===== src/rtl/gen_bus_rr_arbiter.sv =====
// Round-robin arbiter sharing one generic bus between NUM_REQ requesters, one transaction in flight.
// Optional bus watchdog enabled by defining ARB_WATCHDOG_EN.
module gen_bus_rr_arbiter #(
    parameter int NUM_REQ        = 2,
    parameter int ADDR_W         = 32,
    parameter int DATA_W         = 32,
    parameter int TIMEOUT_CYCLES = 1024,
    localparam int IDX_W         = (NUM_REQ > 1) ? $clog2(NUM_REQ) : 1,
    localparam int BE_W          = DATA_W / 8
) (
    input  logic                      CLK,
    input  logic                      nRST,
    input  logic [NUM_REQ-1:0]        req_ren,
    input  logic [NUM_REQ-1:0]        req_wen,
    input  logic [NUM_REQ*ADDR_W-1:0] req_addr,
    input  logic [NUM_REQ*DATA_W-1:0] req_wdata,
    input  logic [NUM_REQ*BE_W-1:0]   req_byte_en,
    output logic [NUM_REQ*DATA_W-1:0] req_rdata,
    output logic [NUM_REQ-1:0]        req_busy,
    output logic [ADDR_W-1:0]         out_addr,
    output logic [DATA_W-1:0]         out_wdata,
    output logic                      out_ren,
    output logic                      out_wen,
    output logic [BE_W-1:0]           out_byte_en,
    input  logic [DATA_W-1:0]         out_rdata,
    input  logic                      out_busy,
    input  logic                      abort_bus,
    output logic                      grant_valid,
    output logic [IDX_W-1:0]          grant_idx,
    output logic                      timeout,
    output logic [1:0]                dbg_state_o
);

    // Handshake: a requester holds ren/wen/addr/wdata/byte_en stable until its req_busy is low;
    // that low cycle is the completion cycle and req_rdata is valid in it.
    typedef enum logic [1:0] {
        IDLE    = 2'd0,
        ACCESS  = 2'd1,
        RECOVER = 2'd2
    } state_e;

    state_e             state_q, state_d;
    logic [IDX_W-1:0]   grant_idx_q, grant_idx_d;
    logic [IDX_W-1:0]   ptr_q, ptr_d;
    logic [IDX_W-1:0]   win;
    logic               grant_valid_q, grant_valid_d;
    logic [NUM_REQ-1:0] active;
    logic               g_ren, g_wen, found, wd_fire;

    assign active = req_ren | req_wen;
    assign g_ren  = req_ren[grant_idx_q];
    assign g_wen  = req_wen[grant_idx_q];

`ifdef ARB_WATCHDOG_EN
    localparam int CNT_W = $clog2(TIMEOUT_CYCLES + 1);
    logic [CNT_W-1:0] wd_cnt_q, wd_cnt_d;

    assign wd_fire = (state_q != IDLE) && out_busy && (wd_cnt_q == CNT_W'(TIMEOUT_CYCLES - 1));

    // Cleared on firing so the RECOVER phase gets its own full timeout window.
    always_comb begin
        wd_cnt_d = wd_cnt_q;
        if (state_q == IDLE) begin
            wd_cnt_d = '0;
        end else if (out_busy) begin
            wd_cnt_d = wd_fire ? '0 : wd_cnt_q + CNT_W'(1);
        end
    end

    always_ff @(posedge CLK) begin
        if (!nRST) begin
            wd_cnt_q <= '0;
        end else begin
            wd_cnt_q <= wd_cnt_d;
        end
    end

    assign timeout = wd_fire & nRST;
`else
    assign wd_fire = 1'b0;
    assign timeout = 1'b0 & (TIMEOUT_CYCLES > 0);
`endif

    always_comb begin
        int idx;
        state_d       = state_q;
        grant_idx_d   = grant_idx_q;
        grant_valid_d = grant_valid_q;
        ptr_d         = ptr_q;
        found         = 1'b0;
        win           = ptr_q;
        idx           = 0;
        out_addr      = '0;
        out_wdata     = '0;
        out_byte_en   = '0;
        out_ren       = 1'b0;
        out_wen       = 1'b0;
        req_busy      = '1;

        case (state_q)
            IDLE: begin
                if (!abort_bus) begin
                    // Search downwards from the pointer, wrapping modulo NUM_REQ.
                    for (int k = 0; k < NUM_REQ; k++) begin
                        idx = int'(ptr_q) - k;
                        if (idx < 0) idx = idx + NUM_REQ;
                        if (!found && active[idx]) begin
                            found = 1'b1;
                            win   = IDX_W'(idx);
                        end
                    end
                end
                if (found) begin
                    grant_idx_d   = win;
                    grant_valid_d = 1'b1;
                    state_d       = ACCESS;
                end
            end
            ACCESS: begin
                out_addr              = req_addr[grant_idx_q*ADDR_W +: ADDR_W];
                out_wdata             = req_wdata[grant_idx_q*DATA_W +: DATA_W];
                out_byte_en           = req_byte_en[grant_idx_q*BE_W +: BE_W];
                out_ren               = g_ren;
                out_wen               = g_wen;
                req_busy[grant_idx_q] = out_busy;
                if (!out_busy) begin
                    state_d       = IDLE;
                    grant_valid_d = 1'b0;
                    ptr_d         = (grant_idx_q == '0) ? IDX_W'(NUM_REQ - 1) : grant_idx_q - IDX_W'(1);
                end else if (abort_bus || !(g_ren | g_wen) || wd_fire) begin
                    out_ren       = 1'b0;
                    out_wen       = 1'b0;
                    state_d       = RECOVER;
                    grant_valid_d = 1'b0;
                end
            end
            RECOVER: begin
                if (!out_busy || wd_fire) state_d = IDLE;
            end
            default: state_d = IDLE;
        endcase

        // The slave sees the request vanish as soon as reset is asserted.
        if (!nRST) begin
            out_addr    = '0;
            out_wdata   = '0;
            out_byte_en = '0;
            out_ren     = 1'b0;
            out_wen     = 1'b0;
            req_busy    = '1;
        end
    end

    always_ff @(posedge CLK) begin
        if (!nRST) begin
            state_q       <= IDLE;
            grant_idx_q   <= '0;
            grant_valid_q <= 1'b0;
            ptr_q         <= IDX_W'(NUM_REQ - 1);
        end else begin
            state_q       <= state_d;
            grant_idx_q   <= grant_idx_d;
            grant_valid_q <= grant_valid_d;
            ptr_q         <= ptr_d;
        end
    end

    assign req_rdata   = {NUM_REQ{out_rdata}};
    assign grant_valid = grant_valid_q;
    assign grant_idx   = grant_idx_q;
    assign dbg_state_o = state_q;

endmodule


===== config.mk =====
export PLATFORM = sky130hd
export DESIGN_NAME = gen_bus_rr_arbiter
export DESIGN_NICKNAME = d
export VERILOG_FILES = /design/src/rtl/gen_bus_rr_arbiter.sv
export SDC_FILE = /design/constraint.sdc
export NUM_CORES = 1
export LEC_CHECK = 0
export BUFFER_PORTS_ARGS = -buffer_cell sky130_fd_sc_hd__buf_2
export CAP_MARGIN = 20
export CORE_AREA = 2 2 122 124
export CTS_CLUSTER_SIZE = 30
export DETAILED_ROUTE_END_ITERATION = 8
export DIE_AREA = 0 0 124 126
export SLEW_MARGIN = 20
export SYNTH_ARGS = -nofsm -noshare
export SYNTH_HDL_FRONTEND = slang
export SYNTH_SLANG_ARGS = --single-unit

===== constraint.sdc =====
create_clock -name CLK -period 2.15 [get_ports CLK]
set_input_delay 0.3225 -clock CLK [delete_from_list [all_inputs] [get_ports CLK]]
set_output_delay 0.3225 -clock CLK [all_outputs]
set_load 0.005 [all_outputs]

# --- After elaboration in Yosys (flattened, before gate mapping) ---
# Cells that the tools add are included.
classes:
  n_eq_ne: 5
  mux: 53
  n_reduce_logical: 11
  addsub: 4
  n_bitwise: 5
  n_shift: 3
  n_lt_le_gt_ge: 6
ops:
  columns: ["op", "n"]
  rows:
  - ["32-bit 2-to-1 mux", 9]
  - ["64-bit by 7-bit indexed part select with 32-bit output", 2]
  - ["32-bit by 3-bit < comparator with 1-bit output (second input constant)", 2]
  - ["1-bit 2-to-1 mux", 32]
  - ["2-bit 2-to-1 mux", 6]
  - ["4-bit 2-to-1 mux", 2]
  - ["8-bit by 4-bit indexed part select with 4-bit output", 1]
  - ["2-bit case mux with 3 select lines", 1]
  - ["3-bit AND reduction", 2]
  - ["2-bit by 3-bit adder with 4-bit output (second input constant)", 1]
  - ["2-bit != test (second input constant)", 2]
  - ["2-bit OR", 2]
  - ["2-bit AND reduction", 2]
  - ["1-bit by 2-bit adder with 3-bit output (second input constant)", 1]
  - ["3-bit 2-to-1 mux", 1]
  - ["3-bit != test (second input constant)", 1]
  - ["2-bit by 1-bit == test with 1-bit output (second input constant)", 1]
  - ["2-bit == test (second input constant)", 1]
  - ["1-bit logical AND", 2]
  - ["1-bit logical NOT", 2]
  - ["2-bit logical NOT", 1]
  - ["1-bit by 2-bit < comparator with 1-bit output (second input constant)", 1]
  - ["2-bit by 1-bit < comparator with 1-bit output (second input constant)", 1]
  - ["2-bit NOT", 1]
  - ["10 further kinds", 10]
totals:
  elab_cells: 91
  out_inout_bits: 141
  regBits: 5
  in_bits: 176

# --- Logic depth before layout (Yosys ltp) ---
depth:
  word_depth: 17
  ltp_mapped: 5
  mapped_depth_nobuf: 3

# --- Worst setup path before layout ---
# No wires, ideal clock.
synth_timing:
  kind: "reg2out"
  from: "reg grant_idx_q (netlist: grant_idx)"
  to: "out out_addr[22]"
  required_ns: 1.827
  path_buffers: 3
  stages_incl_launch_ff: 6
  path_slack_ns: 0.752
  t_arrival_ns: 1.076
  path_cell_list: "dfxtp_1 buf_4 buf_4 buf_4 mux2i_1 nor2_1"
synth_between:
  elab_chain_cells: 3
synth_lines:
  columns: ["element", "line", "text"]
  rows:
  - ["start, declared", "43", "logic [IDX_W-1:0] grant_idx_q, grant_idx_d;"]
  - ["start signal, assigned", "162", "grant_idx_q <= grant_idx_d;"]
  - ["64-bit by 7-bit indexed part select with 32-bit output", "120", "out_addr = req_addr[grant_idx_q*ADDR_W +: ADDR_W];"]
  - ["32-bit 2-to-1 mux", "100", "case (state_q)"]
  - ["32-bit 2-to-1 mux", "144", "if (!nRST) begin"]
  - ["end, declared", "20", "output logic [ADDR_W-1:0] out_addr,"]
# Every way passes these cells.

# --- Final worst setup path ---
layout_timing:
  from: "reg state_q[1] (netlist: dbg_state_o[1])"
  to: "out req_busy[0]"
layout_between:
  elab_chain_cells: 3
layout_lines:
  columns: ["element", "line", "text"]
  rows:
  - ["start, declared", "42", "state_e state_q, state_d;"]
  - ["start signal, assigned", "161", "state_q <= state_d;"]
  - ["2-bit by 1-bit == test with 1-bit output", "100", null]
  - ["2-bit 2-to-1 mux", "100", null]
  - ["2-bit 2-to-1 mux", "144", null]
  - ["end, declared", "19", "output logic [NUM_REQ-1:0] req_busy,"]
# Every way passes these cells.

==> reports/metrics.csv <==
metric,value,unit
outcome,"complete, no violations",
cp_slowest_cell,dfxtp_1,
yosysTopAreaCell,mux2i_1,
drt_first_pass_iters,4,
cp_cell_sequence,nand3b_2 > buf_12 > or3_1 > buf_2,
r2r-start,grant_idx,
crit_buf_inv,2,
cp-end-kind,output pin,
ant_nets,0,
crit_fanout,40,
synth_fp_nets,427,
start_util,13.0,%
clk_path_buf_depth,2,
grt_pass1_vias,2041,
yosysWarnings,0,
cts_tree,yes,
clkTransAtPathRegs,0.03,ns
htreeDepth,1,
setup_violations,0,
p_clk_share,34.6,%
final_util,19.2,%
hold_path_class,input pin to flop,
cp.arrival,1.49,ns
p_switching,0.273,mW
drt_wl_total,6700,um
ys_seq_elements,5,
swShare,31.2,%
critPathTopFamily,simple AND/OR/NAND/NOR gates,
synth-edff-count,0,
syn_inst,251,
io_pins,317,
final_layout_size_suffix_gt1_share,58.4,%
wl_per_cell,11.4,um
diodes,0,
hold_depth,2,
fin_area,2750,um2
internal_power,0.602,mW
hold_violations,0,
viasPerCell,3.66,
cts_resized,0,
nNetsFinal,578,
dieWidth,124,um
fin_tns_setup,0,ns
seqCellArea,104,um2
cp-start-kind,flop,
r2r_slack,0.63,ns
synth_area,1860,um2
maxCapViolations,0,
reg2reg_depth,4,
ir_drop,0.184,mV
synth.most_common_cell,nor2_1,
drt_iter0_drc,44,
period_share,84.5,%
synth_top_area_share,37.7,%
std_cell_rows,44,
hold_start,nRST,
insertion_delay,0.23,ns
holdWs,0.346,ns
synthTopCellsByArea,"mux2i_1 38%, buf_4 28%, nor2_1 15%",
yosysUniqueCellTypes,29,
port_buffers,219,
worst-setup-path-type,flop to output pin,
powerDensity,318,nW/um2
finalMaxSlewViolations,0,
synth-main-ff-cell,dfxtp_1,
post_cts_buffers,0,
pwr-share-seq,13.8,%
die_area,15600,um2
place_area,2680,um2
rsz0062_at_grt,false,
grt_pass1_wl,9530,um
die_h,126,um
p_comb_share,51.6,%
avgSynthCellArea,7.40,um2
min_period,1.82,ns
cts.root.buffer_cell,clkbuf_16,
yosysSeqAreaShare,5.39,%
clock.fmax,550,MHz
grt_overflow,0,
dpl.hpwl,5690,um
async_flop_share,0,%
antenna_found_initial,0,
worst_ep_required_time,1.83,ns
grt.total_usage,7.68,%
multi_input_area,1140,um2
clock_skew,0.000955,ns
crit_path_max_incr_delay,0.33,ns
core_region_area,14300,um2
gp_congestion,0.764,
vias,2139,
n_fill_cell,1652,
p_leak,1.50,nW
area_delta_synth_final,48.3,%
yosys-top-cells-count,"72 x nor2_1, 70 x mux2i_1, 69 x buf_4, 6 x buf_6, 5 x dfxtp_1",
grt_max_degree,41,
rr_endpoint,grant_valid,
ctsHoldBuffers,0,
cts_sinks,5,
hold_end,ptr_q,
numCtsBuffers,3,
drc,0,
## power by group through the flow
stage	Sequential [mW]	Clock [mW]	Combinational (mW)
finish	0.120	0.303	0.451
detailed placement	0.124	0	0.457
global placement	0.122	0	0.455
global route	0.124	0.319	0.505
floorplan	0.107	0	0.353
CTS	0.122	0.308	0.459
## per-stage QoR
step                      power [mW]  std cells  setup slack [ns]
after floorplan                0.460        251             0.752
after global placement         0.578        581             0.545
after detailed placement       0.581        581             0.532
after CTS                      0.889        585             0.317
after global routing           0.947        585             0.245
final                          0.875        585             0.333
## flip-flops by register name, indices dropped and copies added (netlist names)
register	flops
grant_valid	1
ptr_q	1
dbg_state_o	2
grant_idx	1
## how the worst max path moves through the flow
| stage | from | to | slack [ns] | depth (start not counted) |
|---|---|---|---|---|
| floorplan | grant_idx | out_addr[22] | 0.75 | 5 |
| global placement | nRST | req_busy[0] | 0.54 | 5 |
| detailed placement | nRST | req_busy[0] | 0.53 | 5 |
| CTS | dbg_state_o[1] | req_busy[0] | 0.32 | 4 |
| global route | grant_idx | out_wdata[27] | 0.25 | 4 |
| finish | dbg_state_o[1] | req_busy[0] | 0.33 | 4 |
## cell usage in the layout (no fill, tap or decap), drive strengths merged
cell type and n:
nand2b 1, a21oi 1, o21ai 2, a22o 1, o221a 1, a21boi 1, nand4b 1, buf 227
o221ai 1, a2111oi 1, dfxtp 5, mux2i 70, nor2 72, o31ai 1, clkbuf 4, a21o 1
inv 2, nor3 2, o311ai 1, conb 1, nand3 1, nand2 1, nand3b 1, or3 2
## routing by layer
metal  up-vias  track usage (%)  wire length (um)
met1       898             7.77              2390
met2       128             14.4              3360
met4         0             4.16               259
met3        40             1.68               692
met5         -                0                 0
li1       1073                -                 -
## final cells by class
class                   count  share of cell area, %
flip-flops and latches      5                   3.77
well taps                 184                   8.36
repair buffers            227                   43.3
inverters                   2                  0.273
multi-input cells         163                   41.4
clock buffers               4                   2.86
## logic make-up (layout without fill, tap and decap cells)
logic type	count (synthesis)	in the layout	share of synthesized area (%)
simple gates	81	81	17.9
flops	5	5	5.39
buf+inv	83	233	33.2
mux	70	70	37.7
other cells	1	1	0.202
compound gates	11	11	5.53
(Power assumes the default switching activity.)
